===== src/rtl/systolic_pe_mac_if.sv =====
`default_nettype none
// ============================================================================
// Module   : systolic_pe_mac_if
// Brief    : Operand-beat / result handshake bundle between the delay stage,
//            the systolic PE MAC and the result collector.
// Revision : 1.0
// ============================================================================
interface systolic_pe_mac_if #(
    parameter int REG_WIDTH = 16,
    parameter int VECTOR    = 1,
    parameter int ACC_WIDTH = 2*REG_WIDTH+8,
    parameter int K_W       = 16
);
    logic                        start;
    logic [K_W-1:0]              k_len;
    logic                        in_valid;
    logic signed [REG_WIDTH-1:0] a_n [VECTOR];
    logic signed [REG_WIDTH-1:0] b_n [VECTOR];
    logic signed [ACC_WIDTH-1:0] acc_out;
    logic                        out_valid;
    logic                        out_ready;
    logic                        busy;

    modport master (
        output start, k_len, in_valid, a_n, b_n, out_ready,
        input  acc_out, out_valid, busy
    );

    modport slave (
        input  start, k_len, in_valid, a_n, b_n, out_ready,
        output acc_out, out_valid, busy
    );
endinterface
`default_nettype wire


===== src/rtl/systolic_pe_mac.sv =====
`default_nettype none
// ============================================================================
// Module   : systolic_pe_mac
// Brief    : Systolic-array PE: signed VECTOR-lane MAC over a K-beat dot
//            product, result held on valid/ready until drained.
//            Optional macro PE_ACC_SATURATE_EN: saturating, sticky accumulate.
// Revision : 1.0
// ============================================================================
module systolic_pe_mac #(
    parameter int REG_WIDTH = 16,
    parameter int VECTOR    = 1,
    parameter int ACC_WIDTH = 2*REG_WIDTH+8,
    parameter int K_W       = 16
) (
    input  wire logic          clk,
    input  wire logic          rst_n,
    systolic_pe_mac_if.slave   bus
);

    localparam int PROD_W = 2*REG_WIDTH;
`ifdef PE_ACC_SATURATE_EN
    // Guard bits so the lane sum plus accumulator can never wrap before clamping.
    localparam int SUM_W  = ACC_WIDTH + $clog2(VECTOR) + 2;
`else
    localparam int SUM_W  = ACC_WIDTH;
`endif

    typedef enum logic [1:0] {
        S_IDLE  = 2'd0,
        S_ACCUM = 2'd1,
        S_DRAIN = 2'd2
    } state_t;

    state_t                      r_state;
    logic signed [ACC_WIDTH-1:0] r_acc;
    logic [K_W-1:0]              r_count;
    logic [K_W-1:0]              r_k_len;
    logic                        r_out_valid;
    logic                        r_busy;

    logic signed [PROD_W-1:0]    w_a_ext  [VECTOR];
    logic signed [PROD_W-1:0]    w_b_ext  [VECTOR];
    logic signed [PROD_W-1:0]    w_prod   [VECTOR];
    logic signed [SUM_W-1:0]     w_beat_sum;
    logic signed [ACC_WIDTH-1:0] w_acc_next;
    logic                        w_start_accept;
    logic                        w_beat_fire;
    logic                        w_last_beat;

    generate
        for (genvar gi = 0; gi < VECTOR; gi++) begin : g_lane
            assign w_a_ext[gi] = {{REG_WIDTH{bus.a_n[gi][REG_WIDTH-1]}}, bus.a_n[gi]};
            assign w_b_ext[gi] = {{REG_WIDTH{bus.b_n[gi][REG_WIDTH-1]}}, bus.b_n[gi]};
            assign w_prod[gi]  = w_a_ext[gi] * w_b_ext[gi];
        end
    endgenerate

    always_comb begin
        w_beat_sum = '0;
        for (int i = 0; i < VECTOR; i++) begin
            w_beat_sum = w_beat_sum + {{(SUM_W-PROD_W){w_prod[i][PROD_W-1]}}, w_prod[i]};
        end
    end

`ifdef PE_ACC_SATURATE_EN
    localparam logic signed [ACC_WIDTH-1:0] c_ACC_MAX = {1'b0, {(ACC_WIDTH-1){1'b1}}};
    localparam logic signed [ACC_WIDTH-1:0] c_ACC_MIN = {1'b1, {(ACC_WIDTH-1){1'b0}}};
    localparam logic signed [SUM_W-1:0]     c_SUM_MAX =
        {{(SUM_W-ACC_WIDTH+1){1'b0}}, {(ACC_WIDTH-1){1'b1}}};
    localparam logic signed [SUM_W-1:0]     c_SUM_MIN =
        {{(SUM_W-ACC_WIDTH+1){1'b1}}, {(ACC_WIDTH-1){1'b0}}};

    logic signed [SUM_W-1:0] w_sum_ext;
    logic                    w_ovf_pos;
    logic                    w_ovf_neg;
    logic                    r_sticky;

    assign w_sum_ext  = {{(SUM_W-ACC_WIDTH){r_acc[ACC_WIDTH-1]}}, r_acc} + w_beat_sum;
    assign w_ovf_pos  = (w_sum_ext > c_SUM_MAX);
    assign w_ovf_neg  = (w_sum_ext < c_SUM_MIN);
    // Once clamped, the accumulator freezes at the rail until the next start.
    assign w_acc_next = r_sticky  ? r_acc     :
                        w_ovf_pos ? c_ACC_MAX :
                        w_ovf_neg ? c_ACC_MIN :
                                    w_sum_ext[ACC_WIDTH-1:0];

    always_ff @(posedge clk) begin
        if (!rst_n) begin
            r_sticky <= 1'b0;
        end else if (w_start_accept) begin
            r_sticky <= 1'b0;
        end else if (w_beat_fire && (w_ovf_pos || w_ovf_neg)) begin
            r_sticky <= 1'b1;
        end
    end
`else
    assign w_acc_next = r_acc + w_beat_sum;
`endif

    assign w_start_accept = bus.start &&
                            ((r_state == S_IDLE) || ((r_state == S_DRAIN) && bus.out_ready));
    assign w_beat_fire    = (r_state == S_ACCUM) && bus.in_valid;
    assign w_last_beat    = (r_count == (r_k_len - K_W'(1)));

    always_ff @(posedge clk) begin
        if (!rst_n) begin
            r_state     <= S_IDLE;
            r_acc       <= '0;
            r_count     <= '0;
            r_k_len     <= '0;
            r_out_valid <= 1'b0;
            r_busy      <= 1'b0;
        end else if (w_start_accept) begin
            // Covers both a fresh start from IDLE and a back-to-back start on drain.
            r_acc   <= '0;
            r_count <= '0;
            r_k_len <= bus.k_len;
            r_busy  <= 1'b1;
            if (bus.k_len == '0) begin
                r_state     <= S_DRAIN;
                r_out_valid <= 1'b1;
            end else begin
                r_state     <= S_ACCUM;
                r_out_valid <= 1'b0;
            end
        end else begin
            case (r_state)
                S_IDLE: begin
                    r_out_valid <= 1'b0;
                    r_busy      <= 1'b0;
                end
                S_ACCUM: begin
                    if (bus.in_valid) begin
                        r_acc   <= w_acc_next;
                        r_count <= r_count + K_W'(1);
                        if (w_last_beat) begin
                            r_state     <= S_DRAIN;
                            r_out_valid <= 1'b1;
                        end
                    end
                end
                S_DRAIN: begin
                    if (bus.out_ready) begin
                        r_state     <= S_IDLE;
                        r_out_valid <= 1'b0;
                        r_busy      <= 1'b0;
                    end
                end
                default: begin
                    r_state     <= S_IDLE;
                    r_out_valid <= 1'b0;
                    r_busy      <= 1'b0;
                end
            endcase
        end
    end

    assign bus.acc_out   = r_acc;
    assign bus.out_valid = r_out_valid;
    assign bus.busy      = r_busy;

endmodule
`default_nettype wire


===== src/flat_wrapper.sv =====
// flat-port wrapper written by rule: the top's interface ports become plain ports
module systolic_pe_mac_flat 
#(
    parameter int REG_WIDTH = 16,
    parameter int VECTOR    = 1,
    parameter int ACC_WIDTH = 2*REG_WIDTH+8,
    parameter int K_W       = 16
)
  (clk, rst_n, bus_start, bus_k_len, bus_in_valid, bus_a_n, bus_b_n, bus_out_ready, bus_acc_out, bus_out_valid, bus_busy);
  systolic_pe_mac_if #(.REG_WIDTH(REG_WIDTH), .VECTOR(VECTOR), .ACC_WIDTH(ACC_WIDTH), .K_W(K_W)) bus_i ();
  input  wire logic clk;
  input  wire logic rst_n;
  input wire logic [$bits(bus_i.start)-1:0] bus_start;
  input wire logic [$bits(bus_i.k_len)-1:0] bus_k_len;
  input wire logic [$bits(bus_i.in_valid)-1:0] bus_in_valid;
  input wire logic [$bits(bus_i.a_n)-1:0] bus_a_n;
  input wire logic [$bits(bus_i.b_n)-1:0] bus_b_n;
  input wire logic [$bits(bus_i.out_ready)-1:0] bus_out_ready;
  output wire logic [$bits(bus_i.acc_out)-1:0] bus_acc_out;
  output wire logic [$bits(bus_i.out_valid)-1:0] bus_out_valid;
  output wire logic [$bits(bus_i.busy)-1:0] bus_busy;
  assign bus_i.start = bus_start;
  assign bus_i.k_len = bus_k_len;
  assign bus_i.in_valid = bus_in_valid;
  assign bus_i.a_n = {>>{bus_a_n}};
  assign bus_i.b_n = {>>{bus_b_n}};
  assign bus_i.out_ready = bus_out_ready;
  assign bus_acc_out = bus_i.acc_out;
  assign bus_out_valid = bus_i.out_valid;
  assign bus_busy = bus_i.busy;
  systolic_pe_mac #(.REG_WIDTH(REG_WIDTH), .VECTOR(VECTOR), .ACC_WIDTH(ACC_WIDTH), .K_W(K_W)) u_core (.clk(clk), .rst_n(rst_n), .bus(bus_i));
endmodule

===== config.mk =====
export PLATFORM = sky130hd
export DESIGN_NAME = systolic_pe_mac_flat
export DESIGN_NICKNAME = d
export VERILOG_FILES = /design/src/rtl/systolic_pe_mac_if.sv /design/src/rtl/systolic_pe_mac.sv /design/src/flat_wrapper.sv
export SDC_FILE = /design/constraint.sdc
export NUM_CORES = 1
export LEC_CHECK = 0
export ABC_AREA = 1
export BUFFER_PORTS_ARGS = -buffer_cell sky130_fd_sc_hd__buf_2
export CAP_MARGIN = 10
export CORE_MARGIN = 4
export CORE_UTILIZATION = 31
export DETAILED_ROUTE_END_ITERATION = 8
export PLACE_DENSITY = 0.48
export REMOVE_ABC_BUFFERS = 1
export SYNTH_ARGS = -nofsm -noshare
export SYNTH_HDL_FRONTEND = slang
export SYNTH_SLANG_ARGS = --single-unit

===== constraint.sdc =====
create_clock -name clk -period 12.6 [get_ports clk]
set_input_delay 0.63 -clock clk [delete_from_list [all_inputs] [get_ports clk]]
set_output_delay 0.63 -clock clk [all_outputs]
set_load 0.02 [all_outputs]

==> impl_summary.md, run 1 <==
Critical path
The startpoint class of the critical path is an input pin. In this run the worst path has a maximum fanout of 16. The required time of the critical path is 12.84 ns. The arrival time reported for the critical path endpoint is 7.08 ns. The start-to-end type of the worst setup path is input pin to flop. The capturing element type of the critical path is a flop.

Timing
The accumulated negative setup slack is 0 ns. The highest clock rate is 146 MHz. The number of pins exceeding their max-slew limit in the final report is 0. Setup repair after global routing left no endpoint under its margin. Of the available clock period, the critical path in the final layout requires 54.3%. The number of setup violations in the final report is 0. The smallest clock period supported by the final layout is computed as 6.84 ns. The number of endpoints with negative hold slack in the final report is 0.

Across the routed clock network, the largest skew measured is 0.0154 ns. The transition time at the pin with the least slew margin is 0.983 ns. The relative slew slack is 34.4%.

Synthesis
In this run, synthesis produced a sequential element count of 76. Averaged over all synthesized cells, the footprint is 7.62 µm². The number of flops mapped to enable cells by yosys is 0. The cell area that synthesis handed to floorplanning was 16800 µm². The synthesized netlist contains 43 unique library cells. The proportion of synthesized flip-flops having asynchronous set or reset is 0%. The synthesis warning total is 0.

The part of the Yosys area used for sequential elements is 9.05%. The most common flop cell mapped by yosys is dfxtp_1. The count of mapped cells out of synthesis is 2206.

GRT
The global-route congestion overflow total is 0. Across every metal layer, demand over resource in global routing totals 16.3%. The pin count of the biggest net entering global routing is 61. The first global-routing pass estimated 75900 µm of wire.

The initial antenna violation count came to 0. The number of global-route vias before repair is around 14000.

Run
The reported max-cap violation count is 0.

Placement
Detailed placement finished with a half-perimeter wire length of 39300 µm. The weighted congestion at the end of routability-driven global placement is 0.867. Buffers placed on the I/O ports in this run total 94.

Clock tree
The number of clock buffers inserted by TritonCTS is 9. The number of levels in the clock H-tree is 3. At the later pin of the worst-skew pair, clock insertion delay measures around 0.36 ns. Clock-pin slew was measured on the worst setup and hold paths at 0.07 ns. The tree built by TritonCTS fans out to 76 sinks. The cell sitting at the root of the clock tree is a clkbuf_16. After clock tree synthesis, the flow added hold-fix buffers numbering 0.

No sink is reached through more buffers than the 2 on the longest clock path. The number of buffers added for setup after CTS is 0. TritonCTS built the clock tree. The post-cts sizing count is 0.

Layout
The net count of the finished layout is 2736. The signed area change from the synthesized netlist to the final layout is 8.31%. The antenna cell count is 0.

In the final layout, the share of cells above drive strength 1 is roughly 7%.

Die
The site row count is 85. The core region is 53700 µm². The initial cell density of the core is 31.3%. From bottom edge to top edge, the die measures 241 µm. The die covers a little under 60000 µm². During I/O placement, the number of pins put on the boundary was 95. The x dimension of the die is about 240 µm.

Detailed routing
The detail-routed via count per cell is 4.50. The number of nets still failing antenna checks after routing is 0. For this run, the detailed router's first-pass iteration total came to 5. Across all layers, the routed design uses 13200 vias. The detailed-route DRC error count is 0. The number of DRC markers after the initial detailed-route iteration is 515. The routed wire length per instance is 15.3 µm. The total wirelength of the detailed-routed design is 45000 µm.

Hold path
The worst hold path class is flop to flop.

Status
The flow ran to the end, and the final reports show no timing, DRC or antenna violations.
[worst max-delay path, cell delays in order]
cell	delay, ns
buf_2	0.22
nand2_1	0.19
inv_1	0.08
fa_1	0.76
inv_1	0.11
fa_1	0.70
inv_1	0.22
fa_1	0.58
inv_1	0.14
fa_1	0.78
inv_1	0.13
fa_1	0.51
fa_1	0.42
ha_1	0.35
inv_1	0.10
o21ai_0	0.14
a31oi_1	0.22
o21ai_0	0.16
a21oi_1	0.23
nand3_1	0.10
nand2_1	0.07
nand3_1	0.06
o211ai_1	0.11
inv_1	0.05
[cells in the mapped netlist, types with 7 or more instances]
cell type,n,area (µm²)
inv_1,653,2450
nand2_2,7,43.8
o21a_1,10,75.1
o21bai_1,16,120
nand2_1,437,1640
nor3_1,14,70.1
clkbuf_1,71,267
a21oi_1,81,405
ha_1,117,1460
o21ai_0,76,380
nand3_1,64,320
nor2_1,121,454
nand4_1,14,87.6
dfxtp_1,76,1520
fa_1,330,6610
o211ai_1,11,82.6
xnor2_1,13,114
a31oi_1,10,62.6
xor2_1,19,166
[flip-flops by register name (all words and copies together), names as in the netlist]
name,flops
u_core.r_count,16
u_core.bus.out_valid,1
u_core.r_state,2
u_core.r_k_len,16
u_core.bus.busy,1
u_core.bus.acc_out,40
[cells by family (layout without fill, tap and decap cells)]
| family | count (synthesis) | count (layout) | synth area share [%] |
|---|---|---|---|
| compound gates | 223 | 223 | 7.58 |
| xor+xnor | 32 | 32 | 1.67 |
| fa+ha+maj | 447 | 447 | 48.0 |
| buf+inv | 737 | 772 | 16.5 |
| flops | 76 | 76 | 9.05 |
| simple gates | 691 | 691 | 17.2 |
[layout make-up]
| type | instances | area [µm²] |
|---|---|---|
| multi-input cells | 1393 | 12500 |
| flip-flops and latches | 76 | 1520 |
| clock buffers | 9 | 225 |
| well taps | 696 | 871 |
| clock inverters | 7 | 92.6 |
| fillers | 5758 | 35500 |
| repair buffers | 98 | 500 |
| inverters | 658 | 2470 |
[cells in the final DEF, fill, tap and decap left out, types with 19 or more instances in the layout]
master	n
inv_1	653
nand2_1	437
fa_1	330
nor2_1	120
ha_1	117
buf_2	94
a21oi_1	81
o21ai_0	76
dfxtp_1	76
nand3_1	64
xor2_1	19
[per-stage QoR]
stage	hold slack [ns]	area (µm²)	utilization, %	instances	worst slack, ns
floorplan	0.466	16500	-	2127	6.51
global placement	0.450	17900	33.3	2921	5.50
detailed placement	0.464	17900	33.3	2921	5.43
CTS	0.481	18200	33.9	2937	5.78
global route	0.507	18200	33.9	2937	5.35
finish	0.475	18200	33.9	2937	5.76
[routing by layer]
metal	up-vias	routed length [µm]	track usage [%]
met4	0	515	2.80
met1	6537	21800	23.4
met3	31	1230	1.26
met5	-	0	0
li1	6467	-	-
met2	196	21500	27.5
[worst paths after layout]
check	startpoint	to	slack, ns	depth (start not counted)
max reg2reg	u_core.bus.acc_out[15]$_SDFFE_PP0P_	u_core.bus.acc_out[22]$_SDFFE_PP0P_	7.38	19
min reg2reg	u_core.bus.busy$_SDFFE_PN0P_	u_core.bus.busy$_SDFFE_PN0P_	0.47	2
max	bus_b_n[1]	u_core.bus.acc_out[36]$_SDFFE_PP0P_	5.76	24
min	u_core.bus.busy$_SDFFE_PN0P_	u_core.bus.busy$_SDFFE_PN0P_	0.47	2
Power of run 1 is left out: the tool's default activity adds up to more than one toggle a clock period on the data nets, which glitch-free logic cannot reach.
==> inputs of run 2 (changes only) <==
Clock period 12.6 ns to 6.55 ns, I/O delays scaled along.
==> run 2 against run 1 <==
First-iteration DRC count rose by 12%; global-route usage rose by 0.071 points; worst setup slack got worse by 5.3 ns; core utilization rose by 0.24 points; non-clock buffer count rose by 20; routed wire length rose by 0.58%; clock skew fell by 0.0014 ns; clock-buffer cell count rose by 2; sequential share of layout area fell by 0.058 points; critical path type unchanged; largest cell class unchanged; highest routed layer unchanged.
==> impl_summary.md, run 2 (synthesis gave the netlist of run 1 again) <==
Timing
The transition time at the pin with the least slew margin is 0.777 ns (-0.206 ns). The accumulated negative setup slack was 0 ns (unchanged). The worst hold slack came to 0.249 ns (-0.226 ns).

The slack of the critical path is 0.467 ns (-5.29 ns). The number of pins exceeding their max-slew limit in the final report is 0 (unchanged). Setup repair after global routing left no endpoint under its margin. The number of endpoints with negative hold slack in the final report is 0 (unchanged). The number of setup violations in the final report was 0 (unchanged). The final setup skew is 0.0140 ns (-0.00138 ns).

In the finished design, the share of the clock period the worst path needs comes to 92.9%. For the finished layout, the period the worst path requires is 6.08 ns. The relative slew slack came to 48.1% (+14 points).

The highest clock rate is about 160 MHz.

Die
The x dimension of the die was 241 µm (unchanged). The die footprint is 58000 µm² (unchanged). The site row count is 85 (unchanged). The area of the core region came to 53700 µm² (unchanged). The die boundary height was 241 µm (unchanged). The initial cell density of the core is 31.3% (unchanged). The number of primary I/O pins was 95 (unchanged).

Detailed routing
The detail-routed via count per cell was 4.47 (-0.86%). The detailed-route DRC error count is 0 (unchanged). The total wirelength of the detailed-routed design is 45300 µm (+0.58%). The number of nets still failing antenna checks after routing is 0 (unchanged). The number of DRC markers after the initial detailed-route iteration is 575 (+12%). The number of detailed-routing iterations run before antenna repair is 7 (+2). The routed wire length per instance is 15.3 µm (about the same).

The number of vias in the routed layout is 13200 (-0.19%).

Clock tree
The number of clock sinks came to 76 (unchanged). TritonCTS built the clock tree. The latest clock arrival within the worst-skew pair is 0.36 ns (about the same). The number of clock buffers inserted by TritonCTS was 9 (unchanged). The clock-pin slew on the worst setup and hold paths is 0.06 ns (about the same).

The number of buffers added for setup after CTS is 0 (unchanged). The number of levels in the clock H-tree is 3 (unchanged). The number of hold buffers added after cts is 0 (unchanged).

The cell at the root of the clock tree is clkbuf_16. The worst-case clock buffer depth is 2 (unchanged). The post-cts sizing count was 0 (unchanged).

Placement
The estimated wirelength of the detail-placed design is 39900 µm (+1.4%). The pre-CTS setup slack is 0.0782 ns (-5.35 ns). The weighted congestion at the end of routability-driven global placement is 0.879 (+1.4%). The total of buffers placed on input and output ports is 94 (unchanged).

Status
The run finished with clean final reports.

Layout
The number of nets in the layout is 2756 (+0.73%). Leaving out fill and tap cells, the most frequent cells in the layout are inv_1, nand2_1, fa_1, nor2_1, ha_1. The antenna cell count is 0 (unchanged). The number of flip-flops under the largest register name is 40 (unchanged). The filler cell count is 5749 (-0.16%). Leaving out fill and tap cells, the most frequent cell in the layout is inv_1. The fraction of the core area covered by cells at the end of the flow is 34.1% (+0.24 points). The share of final-layout standard cells stronger than drive strength 1 is 7.61% (+0.74 points). The signed area change from the synthesized netlist to the final layout is 9.06%.

Hold path
The cell depth of the worst min-delay path is 3 (+1). In this run the most critical hold path is launched from bus_k_len[11]. The worst hold path class is input pin to flop.

The worst hold path terminates at u_core.r_k_len[11]$_SDFFE_PN0P_.

GRT
The global-route congestion overflow total is 0 (unchanged). The pin count of the biggest net entering global routing is 44 (-28%). The first-pass GRT wire length is 75900 µm (about the same). The number of global-route vias before repair came to 14100 (-0.43%).

The aggregate global-route resource usage is 16.4% (+0.071 points). The initial antenna violation count is 0 (unchanged).

Critical path
The reg-to-reg endpoint is u_core.bus.acc_out[28]$_SDFFE_PP0P_. Counting stages on the worst path, the most repeated cell is nand2_1. The length in cells of the worst reg-to-reg path is 21 (+2).

The largest fanout on the critical path is 16 (unchanged). The required time of the critical path came to 6.79 ns (-6.05 ns). The reg2reg setup slack was 1.39 ns (-5.99 ns). The arrival time reported for the critical path endpoint is 6.33 ns (-0.75 ns). The startpoint class of the critical path is an input pin. The source of the worst register-to-register timing path is u_core.bus.acc_out[15]$_SDFFE_PP0P_.

STA classifies the critical path endpoint as a flop. The maximum single-stage delay on the critical path is 0.63 ns (-0.15 ns). The start-to-end type of the worst setup path is input pin to flop. The slowest stage of the critical path belongs to the cell fa_1.

Run
The reported max-cap violation count is 0 (unchanged).
## run 2: cell types whose count changed in the layout (fill, tap and decap cells not counted), sizes merged
cell      change
buf          +20
clkinv        -3
clkinvlp      +3
clkbuf        +2
inv           -2
## run 2: worst max path at each step
| stage | startpoint | to | slack (ns) | depth (start not counted) |
|---|---|---|---|---|
| 2_1_floorplan | bus_a_n[15] | u_core.bus.acc_out[38]$_SDFFE_PP0P_ | 0.77 | 22 |
| 3_3_place_gp | bus_b_n[1] | u_core.bus.acc_out[35]$_SDFFE_PP0P_ | 0.07 | 29 |
| 3_5_place_dp | bus_b_n[1] | u_core.bus.acc_out[35]$_SDFFE_PP0P_ | 0.08 | 29 |
| 4_1_cts | bus_b_n[1] | u_core.bus.acc_out[35]$_SDFFE_PP0P_ | 0.43 | 29 |
| 5_1_grt | bus_b_n[1] | u_core.bus.acc_out[35]$_SDFFE_PP0P_ | 0.13 | 29 |
| 6_report | bus_b_n[1] | u_core.bus.acc_out[35]$_SDFFE_PP0P_ | 0.47 | 29 |
## run 2: area by class of cell
type	count	area [µm²]	share of cell area, %
clock buffers	11	233	1.27
flip-flops and latches	76	1520	8.30
multi-input cells	1393	12500	68.3
inverters	658	2470	13.5
repair buffers	118	651	3.55
clock inverters	5	61.3	0.334
well taps	696	871	4.75
## run 2: per-layer routing
layer | GRT usage (%) | share of wire (%) | routed length (µm) | vias to the layer above
met5 | 0 | 0 | 0 | -
met4 | 2.52 | 1.1 | 484 | 0
met3 | 1.66 | 2.9 | 1290 | 27
met2 | 28.0 | 48 | 21800 | 201
met1 | 23.0 | 48 | 21800 | 6480
li1 | - | - | - | 6498
## run 2: stage by stage
stage | instances | instance area (µm²)
final | 2957 | 18300
after CTS | 2957 | 18300
after global routing | 2957 | 18300
after detailed placement | 2941 | 18000
after floorplan | 2127 | 16500
after global placement | 2941 | 18000
## run 2: critical path: cells and delay by family
kind	cells	cell delay, ns
AOI/OAI and AO/OA	2	0.44
and+or+nand+nor	11	1.18
adders and majority gates	7	3.50
buffers and inverters	9	0.88
Power of run 2 is left out for the same reason.
==> inputs of run 3 (changes only) <==
Settings changed: RECOVER_POWER set to 25.
==> run 3 against run 2 <==
Final cell count did not move; worst hold slack barely moved; clock skew about the same; critical path type unchanged.
==> impl_summary.md, run 3 (synthesis gave the netlist of run 1 again) <==
Status
The run finished with clean final reports.

Detailed routing
The total wirelength of the detailed-routed design is 45300 µm (about the same). The number of DRC markers after the initial detailed-route iteration is 582 (+1.2%). The number of detailed-routing iterations run before antenna repair is 7 (unchanged).

The detail-routed via count per cell came to 4.47 (about the same). The number of nets still failing antenna checks after routing came to 0 (unchanged). The number of vias in the routed layout is 13200 (+0.045%). The routed wire length per instance is 15.3 µm (about the same).

The detailed-route DRC error count is 0 (unchanged).

Layout
Leaving out fill and tap cells, the most frequent cells in the layout are inv_1, nand2_1, fa_1, nor2_1, ha_1. The antenna cell count is 0 (unchanged). The combined area of the multi-input logic cells is 12500 µm² (about the same). The filler cell count is 5759 (+0.17%). The combined flip-flop and latch cell area is 1520 µm² (unchanged). The number of standard cells in the final layout excluding fillers is 2957 (unchanged). The number of nets in the layout is 2756 (unchanged). The share of final-layout standard cells stronger than drive strength 1 was 6.72% (-0.88 points).

The library cell used most frequently in the layout, excluding fill and tap cells, is inv_1. The number of flip-flops under the largest register name is 40 (unchanged). The signed area change from the synthesized netlist to the final layout is 8.88%.

Placement
The estimated wirelength of the detail-placed design came to 39900 µm (unchanged). The cell total after placement is 2941 (unchanged). The total of buffers placed on input and output ports was 94 (unchanged). The weighted congestion at the end of routability-driven global placement came to 0.879 (unchanged).

Critical path
In this run the critical register-to-register path is captured at u_core.bus.acc_out[28]$_SDFFE_PP0P_. The reg2reg setup slack is 1.37 ns (-0.02 ns). The capturing element type of the critical path is a flop. The arrival time reported for the critical path endpoint is 6.28 ns (-0.05 ns).

The slowest cell on the critical path is fa_1. The maximum single-stage delay on the critical path was 0.63 ns (about the same). The most frequent cell on the critical path is nand2_1.

The required time of the critical path came to 6.79 ns (about the same). The worst setup path is of the input pin to flop kind. The startpoint class of the critical path is an input pin. In this run the critical register-to-register path is launched from u_core.bus.acc_out[15]$_SDFFE_PP0P_. The length in cells of the worst reg-to-reg path is 21 (unchanged). The largest fanout on the critical path is 16 (unchanged).

GRT
The first-pass GRT wire length came to 75900 µm (unchanged). The number of global-route vias before repair is 14100 (unchanged). The aggregate global-route resource usage was 16.4% (unchanged).

The pin count of the biggest net entering global routing is 44 (unchanged). The initial antenna violation count is 0 (unchanged). The global-route congestion overflow total is 0 (unchanged).

Clock tree
The latest clock arrival within the worst-skew pair is 0.36 ns (about the same). The cell sitting at the root of the clock tree is a clkbuf_16. The number of buffers added for setup after CTS is 0 (unchanged). The post-cts sizing count is 0 (unchanged). The number of clock buffers inserted by TritonCTS came to 9 (unchanged). The clock-pin slew on the worst setup and hold paths came to 0.06 ns (about the same).

The worst-case clock buffer depth is 2 (unchanged). TritonCTS built the clock tree. The number of levels in the clock H-tree is 3 (unchanged). The number of hold buffers added after cts is 0 (unchanged). The number of clock sinks was 76 (unchanged).

Hold path
The cell depth of the worst min-delay path came to 3 (unchanged). The beginning of the worst hold path is bus_k_len[11]. The worst hold path terminates at u_core.r_k_len[11]$_SDFFE_PN0P_. The worst hold path belongs to the class input pin to flop.

Timing
The final critical delay including setup and external delays is 6.04 ns (-0.0420 ns). The fraction of the cycle the final worst path needs is 92.2% (-0.64 points). The final setup skew is 0.0139 ns (-0.000131 ns). The accumulated negative setup slack was 0 ns (unchanged). Setup repair after global routing left no endpoint under its margin. The relative slew slack is 32.2% (-16 points). The number of endpoints with negative hold slack in the final report came to 0 (unchanged). The number of setup violations in the final report is 0 (unchanged). The number of pins exceeding their max-slew limit in the final report was 0 (unchanged). The highest clock rate is 166 MHz (+0.70%). The transition time at the pin with the least slew margin is 1.02 ns (+0.240 ns).

Die
The area of the core region is 53700 µm² (unchanged). The die footprint is 58000 µm² (unchanged). The number of primary I/O pins was 95 (unchanged).

The die boundary height came to 241 µm (unchanged). The site row count is 85 (unchanged). The x dimension of the die is 241 µm (unchanged). The initial cell density of the core is 31.3% (unchanged).

Run
The reported max-cap violation count is 0 (unchanged).
run 3: worst max-delay path: cells and delay by family:
kind | cells | cell delay [ns]
fa+ha+maj | 7 | 3.49
compound gates | 2 | 0.43
simple gates | 11 | 1.16
buf+inv | 9 | 0.88
run 3: layer usage:
metal	global-route usage (%)	part of all wire (%)	vias to the layer above
li1	-	-	6496
met1	23.0	48	6490
met2	28.0	48	199
met3	1.66	2.9	27
met4	2.52	1.1	0
met5	0	0	-
run 3: worst max-delay path by stage:
stage / startpoint / end / slack [ns]
2_1_floorplan: bus_a_n[15] / u_core.bus.acc_out[38]$_SDFFE_PP0P_ / 0.77
3_3_place_gp: bus_b_n[1] / u_core.bus.acc_out[35]$_SDFFE_PP0P_ / 0.07
3_5_place_dp: bus_b_n[1] / u_core.bus.acc_out[35]$_SDFFE_PP0P_ / 0.08
4_1_cts: bus_b_n[1] / u_core.bus.acc_out[35]$_SDFFE_PP0P_ / 0.43
5_1_grt: bus_b_n[1] / u_core.bus.acc_out[35]$_SDFFE_PP0P_ / 0.13
6_report: bus_b_n[1] / u_core.bus.acc_out[35]$_SDFFE_PP0P_ / 0.51
run 3: per-stage QoR:
| stage | cell area (µm²) | hold WS [ns] | utilization [%] | setup WS (ns) |
|---|---|---|---|---|
| floorplan | 16500 | 0.425 | - | 0.766 |
| CTS | 18300 | 0.233 | 34.1 | 0.435 |
| finish | 18300 | 0.248 | 34.1 | 0.509 |
| detailed placement | 18000 | 0.466 | 33.6 | 0.0782 |
| global route | 18300 | 0.263 | 34.1 | 0.131 |
| global placement | 18000 | 0.450 | 33.6 | 0.0707 |
run 3: area by class of cell:
cell class | count | share of cell area [%]
timing repair buffer | 118 | 3.41
clock inverter | 5 | 0.335
inverter | 658 | 13.5
tap | 696 | 4.76
sequential | 76 | 8.31
multi-input combinational | 1393 | 68.4
clock buffer | 11 | 1.27
Power of run 3 is left out for the same reason.
